<file path="config.mk">
export PLATFORM = sky130hd
export DESIGN_NAME = adder_sweep_ctrl_flat
export DESIGN_NICKNAME = d
export VERILOG_FILES = /design/src/rtl/adder_sweep_ctrl_if.sv /design/src/rtl/adder_sweep_ctrl.sv /design/src/flat_wrapper.sv
export SDC_FILE = /design/constraint.sdc
export NUM_CORES = 1
export LEC_CHECK = 0
export BUFFER_PORTS_ARGS = -buffer_cell sky130_fd_sc_hd__buf_2
export CAP_MARGIN = 20
export CORE_ASPECT_RATIO = 1.1
export CORE_UTILIZATION = 51
export CTS_CLUSTER_SIZE = 12
export DETAILED_ROUTE_END_ITERATION = 10
export PLACE_DENSITY = 0.79
export SLEW_MARGIN = 20
export SYNTH_ARGS = -nofsm -noshare
export SYNTH_HDL_FRONTEND = slang
export SYNTH_SLANG_ARGS = --single-unit
export TNS_END_PERCENT = 30
</file>
<file path="constraint.sdc">
create_clock -name clk -period 2.1 [get_ports clk]
set_input_delay 0 -clock clk [delete_from_list [all_inputs] [get_ports clk]]
set_output_delay 0 -clock clk [all_outputs]
set_load 0.01 [all_outputs]
</file>
<file path="src/rtl/adder_sweep_ctrl_if.sv">
// Operand/sum bus between the sweep controller and the adder pair it is testing.
//   a_op, b_op : operands, driven by the controller to both adders
//   s_ex       : sum from the exact adder (combinational from a_op/b_op)
//   s_ap       : sum from the approximate adder (combinational from a_op/b_op)
// Modports: master = controller side, slave = adder-pair side.
// No valid/ready handshake on this bus. The adders are purely combinational,
// so the controller samples s_ex/s_ap on the same rising edge that holds a_op/b_op.
interface adder_sweep_ctrl_if #(
  parameter int WIDTH = 4
);
  logic [WIDTH-1:0] a_op;
  logic [WIDTH-1:0] b_op;
  logic [WIDTH:0]   s_ex;
  logic [WIDTH:0]   s_ap;

  modport master (output a_op, output b_op, input s_ex, input s_ap);
  modport slave  (input a_op, input b_op, output s_ex, output s_ap);
endinterface

</file>
<file path="src/rtl/adder_sweep_ctrl.sv">
// Exhaustive characterisation controller for an exact/approximate adder pair.
// On start it steps {a_op,b_op} through every 2*WIDTH-bit vector, one per cycle.
// For each vector it compares the two sums and accumulates these error statistics:
//   - mismatch count
//   - maximum and total error distance
//   - operands of the first mismatching vector
// Ports:
//   clk, rst_n  : clock, asynchronous active-low reset
//   start       : level; begins a sweep when sampled high in IDLE
//   bus         : master side of the operand/sum bus
//   busy        : high during the 2^(2*WIDTH) RUN cycles
//   done        : one-cycle pulse after the last vector
//   err_count, max_ed, sum_ed, first_valid, first_a, first_b : statistics
//   state_dbg   : current FSM state (0 IDLE, 1 RUN, 2 DONE)
module adder_sweep_ctrl #(
  parameter int WIDTH = 4
) (
  input  logic                 clk,
  input  logic                 rst_n,
  input  logic                 start,
  adder_sweep_ctrl_if.master   bus,
  output logic                 busy,
  output logic                 done,
  output logic [2*WIDTH:0]     err_count,
  output logic [WIDTH:0]       max_ed,
  output logic [3*WIDTH:0]     sum_ed,
  output logic                 first_valid,
  output logic [WIDTH-1:0]     first_a,
  output logic [WIDTH-1:0]     first_b,
  output logic [1:0]           state_dbg
);

  typedef enum logic [1:0] {IDLE = 2'd0, RUN = 2'd1, DONE = 2'd2} state_t;

  localparam logic [2*WIDTH-1:0] VEC_ONE  = 1;
  localparam logic [2*WIDTH-1:0] VEC_LAST = '1;
  localparam logic [2*WIDTH:0]   ERR_ONE  = 1;

  state_t state, next_state;

  // {a_op,b_op} as one counter: b_op is the low half
  logic [2*WIDTH-1:0] vec, vec_d;
  logic               busy_d, done_d;
  logic [2*WIDTH:0]   err_d;
  logic [WIDTH:0]     max_d;
  logic [3*WIDTH:0]   sum_d;
  logic               fv_d;
  logic [WIDTH-1:0]   fa_d, fb_d;
  logic [WIDTH:0]     ed;

  assign bus.a_op  = vec[2*WIDTH-1:WIDTH];
  assign bus.b_op  = vec[WIDTH-1:0];
  assign state_dbg = state;

  // Both sums fit in WIDTH+1 bits, so ordering the subtraction gives an exact
  // absolute difference without needing a wider intermediate.
  assign ed = (bus.s_ex >= bus.s_ap) ? (bus.s_ex - bus.s_ap) : (bus.s_ap - bus.s_ex);

  // State register
  always_ff @(posedge clk or negedge rst_n) begin
    if (!rst_n) state <= IDLE;
    else        state <= next_state;
  end

  // Next-state logic
  always_comb begin
    next_state = state;
    case (state)
      IDLE:    if (start) next_state = RUN;
      RUN:     if (vec == VEC_LAST) next_state = DONE;
      DONE:    next_state = IDLE;
      default: next_state = IDLE;
    endcase
  end

  // Output / datapath next values. busy and done are registered from the
  // next state so they line up exactly with the RUN and DONE cycles.
  always_comb begin
    vec_d  = vec;
    busy_d = (next_state == RUN);
    done_d = (next_state == DONE);
    err_d  = err_count;
    max_d  = max_ed;
    sum_d  = sum_ed;
    fv_d   = first_valid;
    fa_d   = first_a;
    fb_d   = first_b;
    case (state)
      IDLE: begin
        vec_d = '0;
        if (start) begin
          err_d = '0;
          max_d = '0;
          sum_d = '0;
          fv_d  = 1'b0;
          fa_d  = '0;
          fb_d  = '0;
        end
      end
      RUN: begin
        // The last vector wraps the counter back to zero on its own.
        vec_d = vec + VEC_ONE;
        sum_d = sum_ed + {{(2*WIDTH){1'b0}}, ed};
        if (ed > max_ed) max_d = ed;
        if (ed != '0) begin
          err_d = err_count + ERR_ONE;
          if (!first_valid) begin
            fv_d = 1'b1;
            fa_d = bus.a_op;
            fb_d = bus.b_op;
          end
        end
      end
      default: vec_d = '0;
    endcase
  end

  // Datapath registers
  always_ff @(posedge clk or negedge rst_n) begin
    if (!rst_n) begin
      vec         <= '0;
      busy        <= 1'b0;
      done        <= 1'b0;
      err_count   <= '0;
      max_ed      <= '0;
      sum_ed      <= '0;
      first_valid <= 1'b0;
      first_a     <= '0;
      first_b     <= '0;
    end else begin
      vec         <= vec_d;
      busy        <= busy_d;
      done        <= done_d;
      err_count   <= err_d;
      max_ed      <= max_d;
      sum_ed      <= sum_d;
      first_valid <= fv_d;
      first_a     <= fa_d;
      first_b     <= fb_d;
    end
  end

endmodule

</file>
<file path="src/flat_wrapper.sv">
// flat-port wrapper written by rule: the top's interface ports become plain ports
module adder_sweep_ctrl_flat 
#(
  parameter int WIDTH = 4
)
  (clk, rst_n, start, busy, done, err_count, max_ed, sum_ed, first_valid, first_a, first_b, state_dbg, bus_a_op, bus_b_op, bus_s_ex, bus_s_ap);
  adder_sweep_ctrl_if #(.WIDTH(WIDTH)) bus_i ();
  input  logic clk;
  input  logic rst_n;
  input  logic start;
  output logic busy;
  output logic done;
  output logic [2*WIDTH:0] err_count;
  output logic [WIDTH:0] max_ed;
  output logic [3*WIDTH:0] sum_ed;
  output logic first_valid;
  output logic [WIDTH-1:0] first_a;
  output logic [WIDTH-1:0] first_b;
  output logic [1:0] state_dbg;
  output wire logic [$bits(bus_i.a_op)-1:0] bus_a_op;
  output wire logic [$bits(bus_i.b_op)-1:0] bus_b_op;
  input wire logic [$bits(bus_i.s_ex)-1:0] bus_s_ex;
  input wire logic [$bits(bus_i.s_ap)-1:0] bus_s_ap;
  assign bus_a_op = bus_i.a_op;
  assign bus_b_op = bus_i.b_op;
  assign bus_i.s_ex = bus_s_ex;
  assign bus_i.s_ap = bus_s_ap;
  adder_sweep_ctrl #(.WIDTH(WIDTH)) u_core (.clk(clk), .rst_n(rst_n), .start(start), .bus(bus_i), .busy(busy), .done(done), .err_count(err_count), .max_ed(max_ed), .sum_ed(sum_ed), .first_valid(first_valid), .first_a(first_a), .first_b(first_b), .state_dbg(state_dbg));
endmodule
</file>
======== Word level (Yosys, flattened, before mapping) ========
Cells that the tools add are included.
word-level totals
  bits in registers ....................... 48
  latch bits .............................. 0
  RAM bits ................................ 0
  ROM bits ................................ 0
  bits of input ports ..................... 13
  logic and storage cells ................. 55
  memories ................................ 0
cells by class
  add/subtract/negate cells ............... 5
  multipliers ............................. 0
  div/mod/pow operators ................... 0
  $lt $le $gt $ge ......................... 2
  eq/ne operators ......................... 8
  shifts and indexed selects .............. 0
  multiplexer cells ....................... 23
  bitwise logic cells ..................... 0
  reductions and logical operators ........ 7
operators by type and width
  operator                                              number
  one-hot mux 13 bit (2 select lines)                   1
  2-to-1 mux 4 bit                                      5
  2-to-1 mux 9 bit                                      2
  one-hot mux 9 bit (2 select lines)                    1
  one-hot mux 4 bit (2 select lines)                    2
  2-to-1 mux 5 bit                                      3
  adder 13 x 5 -> 13 bit                                1
  2-to-1 mux 13 bit                                     1
  one-hot mux 5 bit (2 select lines)                    1
  subtractor 5 bit                                      2
  adder 9 x 1 -> 9 bit (second input constant)          1
  adder 8 x 1 -> 8 bit (second input constant)          1
  equality test 8 bit (second input constant)           1
  2-to-1 mux 8 bit                                      1
  AND reduction 3 bit                                   2
  greater-or-equal comparator 5 bit                     1
  > comparator 5 bit                                    1
  nonzero test 5 bit                                    1
  equality test 2 x 1 -> 1 bit (second input constant)  2
  2-to-1 mux 2 bit                                      2
  != test 2 x 1 -> 1 bit (second input constant)        2
  != test 2 bit (second input constant)                 2
  one-hot mux 2 bit (2 select lines)                    1
  AND reduction 4 bit                                   1
  6 further kinds                                       7

======== Logic depth before layout (Yosys ltp) ========
Gate-level depths: netlist (run 1).
  depth in word-level cells ............... 5
  gate-level depth with buffers ........... 17

======== Worst setup path after synthesis (run 1) ========
No wires, ideal clock.
  path type ............................... input port to flip-flop
  from .................................... in bus_s_ap[2]
  to ...................................... reg u_core.sum_ed[10]
  library setup time ...................... 0.082 ns
  arrival time ............................ 2.639 ns
  slack ................................... -0.621 ns
  stages .................................. 16
  buffers on the path ..................... 1
  cells stage by stage .................... inv_1 ha_1 buf_4 nand2_1 o21ai_1 nand2_1 o21a_1 mux2i_1 xnor2_1 ha_1 nor2b_1 o21a_1 or2_2 a21oi_1 o21ai_0 a31oi_1
between the ends
  longest elaborated chain between the ends .. 4
  elaborated cells between the ends (all ways) .. 6
ends and longest elaborated chain
  element                                                                RTL line                 source
  start: declaration                                                     flat_wrapper.sv:23       input wire logic [$bits(bus_i.s_ap)-1:0] bus_s_ap;
  subtractor 5 bit or greater-or-equal comparator 5 bit (tied branches)  adder_sweep_ctrl.sv:57   assign ed = (bus.s_ex >= bus.s_ap) ? (bus.s_ex - bus.s_ap) : (bus.s_ap - bus.s_ex);
  2-to-1 mux 5 bit (*)                                                   adder_sweep_ctrl.sv:57
  adder 13 x 5 -> 13 bit (*)                                             adder_sweep_ctrl.sv:103  sum_d = sum_ed + {{(2*WIDTH){1'b0}}, ed};
  one-hot mux 13 bit (2 select lines) (*)                                adder_sweep_ctrl.sv:88   case (state)
  end signal: assignment                                                 adder_sweep_ctrl.sv:136  sum_ed <= sum_d;
  end: declaration                                                       adder_sweep_ctrl.sv:26   output logic [3*WIDTH:0] sum_ed,
Every way passes the cells marked *; elsewhere a longest branch is shown, timed or not.
A chain may end at the register's enable or synchronous reset.

======== Worst setup path in the final report (run 1) ========
  from .................................... in bus_s_ap[2]
  to ...................................... reg u_core.sum_ed[11]
Same word-level chain as after synthesis.

==> metrics.csv, run 1 <==
stage,metric,value,unit
critical_path,Crit Path Max Fanout,4,
synth,asr flop ratio synth,1.000,
grt,largest net degree at the start of global routing,28,
clock_tree,Worst-path clk slew,90,ps
outcome,failing checks,negative setup slack,
critical_path,Worst EP required,2300,ps
grt,grt met2 use,0.4688,
timing,Hold Fails Final Rpt,0,
floorplanning,total die area,5972,sq um
power,Clk pwr share,0.158,
synth,synthesized cell area,2890,sq um
floorplanning,Ports,61,
synth,sequential share of the synthesized area,0.4156,
drt,total wire length,7.937,mm
timing,Fin Clk Skew,9.126,ps
grt,M1 GR Usage,0.3418,
final_layout,share of cells above drive strength 1,0.4563,
clock_tree,CTS tree,yes,
power,Peak supply drop,842.5,uV
clock_tree,clock sinks,48,
drt,DRC Markers,0,
clock_tree,clock tree buffer depth,2,
synth,cell with the most instances after synthesis,dfrtp_1,
synth,Post-synth EDFFs,0,
grt,Overall Global Routing Usage,0.2755,
place,"Cell Area, Placed",3607,sq um
synth,Syn Nets,338,
drt,routed len/inst,16.30,um
place,GPL Wtd Cong,0.8557,
timing,Max Slew Vio Count,0,
synth,Post-Synthesis Cells,300,
grt,met3 GRT Util,0.04342,
final_layout,Final nets,449,
power,sw power,1.755,mW
job,# Max-Cap Violations,0,
power,Power Internal,2.746,mW
final_layout,fin area,4180,sq um
critical_path,endpoint class of the critical path,flip-flop,
timing,Final Critical Period,2511,ps
final_layout,Reg area,1201,sq um
drt,Vias,2747,
timing,# setup viols final,28,
power,pwr dens,1077,nW/um^2
floorplanning,Die H,80.96,um
final_layout,area delta synth->final,44.63,%
floorplanning,# rows,28,
synth,post-synthesis area per instance,9.634,sq um
timing,Slew Limit Headroom,0.5927,
grt,first-pass GRT wire length,12.58,mm
power,Seq pwr share,0.315,
grt,total gr overflow,0,
drt,Via density,5.641,
drt,1st-iter DRT viols,98,
grt,vias in the first global route,2719,
final_layout,Filler Cells Inserted,334,
floorplanning,core area,5430,sq um
hold_path,Min-Delay Path Class,input port to asynchronous set/reset pin,
synth,count of cell types in the netlist,49,
clock_tree,worst skew pair latency,300,ps
power,switching share of power,0.3898,
timing,Slew @ Worst Pin,611.0,ps
synth,"area leader, netlist",dfrtp_1,
place,Place WS,-791.2,ps
grt,initial antenna violation count,0,
critical_path,CP arrival,2710,ps
outcome,status,"complete, but fails checks",
timing,RSZ-0062 raised after global routing,yes,
critical_path,Worst setup SP type,input port,
place,DP Wirelength,4.845,mm
power,share of power burned in combinational logic,0.528,
final_layout,Final Non-Filler Cells,487,
floorplanning,initial core utilization,0.5323,
timing,post-route setup slack,-410.6,ps
synth,top post-synthesis cells by count,"dfrtp_1, nand2_1, ha_1, inv_1, nand3_1",
place,port bufs,60,
synth,Yosys top cell area share,0.4156,
timing,maximum clock rate,0.3983,GHz
synth,Main synth FF type,dfrtp_1,
critical_path,WS Path Type,input port to flip-flop,
power,Static Leak,2.060,nW
drt,DRT antenna net count,0,
floorplanning,Chip Width,73.78,um
clock_tree,Root Buffer,clkbuf_8,
final_layout,antenna cells,0,
synth,Synth Warn #,0,
place,placed cells,465,
grt,most used routing layer,met2,
final_layout,area of the multi-input gates,1907,sq um
synth,Synth Register Bits,48,
synth,top area cells in the synthesized netlist,"dfrtp_1, ha_1, a22o_1, nand2_1, nand3_1",
drt,DR pass1 iterations,4,
clock_tree,H-tree levels,2,
timing,fin crit share,1.196,
clock_tree,Num CTS Buffers,5,
## what timing repair did
action                                  in CTS  in global routing
hold buffers                                 1                  0
pin swaps                                   39                 19
endpoints found under the setup margin      28                 32
endpoints found under the hold margin       25                  0
resized for setup                           51                 26
setup buffers                               11                  2
## area by class of cell
class | instances | share of cell area
multi-input cells | 219 | 0.4562
well taps | 75 | 0.02245
clock inverters | 2 | 0.009279
repair buffers | 113 | 0.1811
flip-flops and latches | 48 | 0.2873
inverters | 24 | 0.02394
clock buffers | 6 | 0.01975
## metal layers
| layer | up-vias | share of wire |
|---|---|---|
| met2 | 100 | 0.51 |
| met3 | 24 | 0.041 |
| li1 | 1279 | - |
| met1 | 1344 | 0.42 |
| met4 | 0 | 0.027 |
| met5 | - | 0 |
## layout by cell type (no fill, tap or decap), drive strengths merged, types with 7 or more instances in the layout
cell / n
nor2: 17
nand3: 21
dfrtp: 48
a21o: 7
mux2i: 9
nand2: 29
a21oi: 16
o21ai: 21
a22o: 13
buf: 112
inv: 24
ha: 22
xor2: 8
## metrics by stage
step                utilization  total power [mW]  setup TNS (ps)  hold slack [ps]
floorplan                     -             2.486           -6964           -295.6
global placement         0.6643             3.048          -14570            43.56
detailed placement       0.6643             3.106          -17340            43.95
CTS                      0.7424             4.170           -2363            234.3
global route             0.7698             4.790           -8381            281.0
finish                   0.7698             4.501           -5515            237.4
## path summary, 6_finish.rpt
path	startpoint	endpoint	slack [ps]	cells past startpoint
max	bus_s_ap[2]	u_core.sum_ed[11]	-410	16
min	rst_n	u_core.sum_ed[10]	240	2
max reg2reg	u_core.sum_ed[0]	u_core.sum_ed[12]	-40	10
min reg2reg	u_core.first_a[3]	u_core.first_a[3]	500	1
max in group asynchronous	rst_n	u_core.err_count[1]	1230	3
min in group clk	start	u_core.sum_ed[12]	270	4
## critical path, stage by stage
cell      delay [ps]
buf_8             90
inv_8             30
ha_4             290
nand2_4           60
o21ai_4          170
nand2_2           90
o21a_4           250
mux2i_4          200
xnor2_2          180
ha_1             320
nand3_1          130
a21boi_2         160
o21ai_1          130
a21oi_1          270
o21ai_1          120
a22o_1           240
## sequential cells by signal, indices dropped and copies added, names as in the netlist, 2 cells and up
name / flops
u_core.sum_ed: 13
u_core.err_count: 9
u_core.vec: 8
u_core.max_ed: 5
u_core.first_a: 4
u_core.first_b: 4
u_core.state_dbg: 2
## power groups by stage
stage,Sequential (mW),Clock (mW),Combinational [mW]
after floorplan,1.47,0,1.02
after global placement,1.40,0,1.65
after detailed placement,1.40,0,1.70
after CTS,1.40,0.720,2.05
after global routing,1.45,0.767,2.58
final,1.42,0.710,2.37
## cell families after synthesis
group	synth area share
simple gates	0.1593
compound gates	0.1749
flops	0.4156
buf+inv	0.04719
fa+ha+maj	0.1160
mux	0.05065
xor+xnor	0.03636
No activity file was read; power rests on OpenSTA's default activity.
==> inputs of run 2 (changes only) <==
CORE_UTILIZATION = 45   (was 51)
PLACE_DENSITY = 0.66   (was 0.79)
==> run 2 against run 1 <==
Compared with the run above: the flow still finishes with violations (negative setup slack); sequential cell count did not move; wire length shrank 11%; total power fell by 2.9%; critical path depth did not move; global-route usage decreased by 5.6 points; non-clock buffer count up 10; die area grew 13%; first-iteration DRC count rose by 51%; fmax increased by 3.0%; cell area is 0.24% lower; hold slack worse by 130 ps; count of clock-buffer cells in the layout shrank 1.
==> metrics.csv, run 2 (synthesized netlist as in run 1, its figures left out) <==
stage,metric,value,unit,change
drt,Via density,5.189,,-8.0%
drt,total wire length,7.073,mm,-11%
clock_tree,Worst-path clk slew,90,ps,about the same
critical_path,CP arrival,2640,ps,-70 ps
power,Static Leak,2.069,nW,+0.44%
timing,# setup viols final,27,,-3.6%
timing,Max Slew Vio Count,0,,unchanged
final_layout,"commonest cells after routing, fill and taps aside","buf_2, buf_4, dfrtp_1",,
timing,Slew @ Worst Pin,347.5,ps,-263.5 ps
place,placed cells,477,,+2.6%
drt,DR pass1 iterations,4,,unchanged
job,# Max-Cap Violations,0,,unchanged
clock_tree,Root Buffer,clkbuf_8,,
critical_path,WS Path Type,input port to flip-flop,,
drt,routed len/inst,14.09,um,-14%
floorplanning,initial core utilization,0.4667,,-0.06559
place,GPL Wtd Cong,0.8671,,+1.3%
hold_path,Min-Delay Path Class,input port to asynchronous set/reset pin,,
floorplanning,Die H,86.06,um,+6.3%
outcome,status,"complete, but fails checks",,
final_layout,max reg flops,13,,unchanged
clock_tree,clock tree buffer depth,2,,unchanged
power,Peak supply drop,557.3,uV,-34%
drt,1st-iter DRT viols,148,,+51%
drt,Vias,2605,,-5.2%
final_layout,share of cells above drive strength 1,0.4431,,-0.01318
timing,post-route setup slack,-338.5,ps,+72.10 ps
final_layout,antenna cells,0,,unchanged
final_layout,fin util,0.6733,,-0.09648
grt,first-pass GRT wire length,11.71,mm,-6.9%
clock_tree,H-tree levels,2,,unchanged
final_layout,Filler Cells Inserted,516,,+54%
floorplanning,Ports,61,,unchanged
drt,DRC Markers,0,,unchanged
critical_path,endpoint class of the critical path,flip-flop,,
timing,Fin Clk Skew,7.806,ps,-1.321 ps
floorplanning,total die area,6748,sq um,+13%
grt,largest net degree at the start of global routing,25,,-11%
timing,maximum clock rate,0.4101,GHz,+3.0%
final_layout,area delta synth->final,44.29,%,
floorplanning,core area,6193,sq um,+14%
floorplanning,Chip Width,78.41,um,+6.3%
place,port bufs,60,,unchanged
grt,total gr overflow,0,,unchanged
critical_path,Crit Path Max Fanout,6,,+2
clock_tree,CTS tree,yes,,
critical_path,Worst setup SP type,input port,,
timing,Slew Limit Headroom,0.7683,,+0.1757
clock_tree,worst skew pair latency,310,ps,about the same
place,DP Wirelength,5.171,mm,+6.7%
timing,RSZ-0062 raised after global routing,yes,,
timing,fin crit share,1.161,,-0.03433
final_layout,Largest regs,"u_core.sum_ed (13), u_core.err_count (9), u_core.vec (8)",,
outcome,failing checks,negative setup slack,,
clock_tree,Num CTS Buffers,5,,unchanged
final_layout,largest register by flop count,u_core.sum_ed,,
grt,Overall Global Routing Usage,0.2198,,-0.05570
final_layout,Final Non-Filler Cells,502,,+3.1%
power,pwr dens,1048,nW/um^2,-2.6%
final_layout,Final nets,459,,+2.2%
clock_tree,clock sinks,48,,unchanged
critical_path,Worst EP required,2300,ps,about the same
drt,DRT antenna net count,0,,unchanged
timing,Hold Fails Final Rpt,0,,unchanged
grt,vias in the first global route,2605,,-4.2%
timing,Final Critical Period,2439,ps,-72.10 ps
floorplanning,# rows,30,,+7.1%
grt,initial antenna violation count,0,,unchanged
[run 2: routing by layer]
metal | vias up | track usage | wire length, um
met5 | - | 0 | 0
li1 | 1297 | - | -
met3 | 4 | 0.03511 | 226
met2 | 53 | 0.3971 | 3692
met4 | 0 | 0.07071 | 65
met1 | 1251 | 0.2659 | 3088
[run 2: cell type report]
class                   count  area (sq um)  share of cell area
well taps                  80         100.1             0.02400
clock buffers               5         68.82             0.01650
repair buffers            123         854.6              0.2049
clock inverters             3         46.29             0.01110
flip-flops and latches     48          1201              0.2880
multi-input cells         219          1797              0.4308
inverters                  24         102.6             0.02460
[run 2: critical path, stage by stage]
cell and delay, ps:
buf_8 80, inv_4 30, ha_4 150, nor2b_2 150, o21ai_2 170, nand2_1 120, o21a_1 250, mux2i_2 240
xnor2_2 120, buf_4 140, buf_4 120, ha_1 280, and3_1 180, nand3_2 110, nand3_4 140, mux2_2 350
[run 2: metrics by stage]
stage	instance area, sq um	setup TNS, ps	worst slack (ps)	power, mW	hold WS (ps)
3_5_place_dp	3666	-17420	-746.0	3.225	-105.8
3_3_place_gp	3666	-15050	-677.2	3.169	-105.1
6_report	4170	-4685	-338.5	4.372	102.8
4_1_cts	4075	-2236	-163.5	4.203	111.1
5_1_grt	4170	-8108	-458.3	4.685	129.8
2_1_floorplan	2970	-6964	-469.7	2.486	-295.6
[run 2: timing repair]
item / CTS / global route
pin swaps: 27 / 8
setup endpoints to repair: 28 / 28
buffers inserted: 12 / 4
hold endpoints to repair: 48 / 0
resized for setup: 50 / 15
hold buffers: 1 / 0
[run 2: path summary, 6_finish.rpt]
kind	from	to	slack, ps	cells after the start
setup / recovery	bus_s_ex[0]	u_core.max_ed[2]	-340	16
hold / removal	rst_n	u_core.sum_ed[2]	100	2
setup reg to reg	u_core.sum_ed[0]	u_core.sum_ed[6]	190	11
hold reg to reg	u_core.first_a[0]	u_core.first_a[0]	500	1
max in group asynchronous	rst_n	u_core.state_dbg[0]	1440	3
min in group clk	start	u_core.sum_ed[12]	230	4
[run 2: power breakdown]
| group | internal (mW) | total (mW) | switching [mW] | leakage [nW] |
|---|---|---|---|---|
| sequential | 1.15 | 1.39 | 0.236 | 0.598 |
| combinational | 1.23 | 2.29 | 1.07 | 1.42 |
| clock | 0.359 | 0.688 | 0.329 | 0.0548 |
| total | 2.74 | 4.37 | 1.63 | 2.07 |
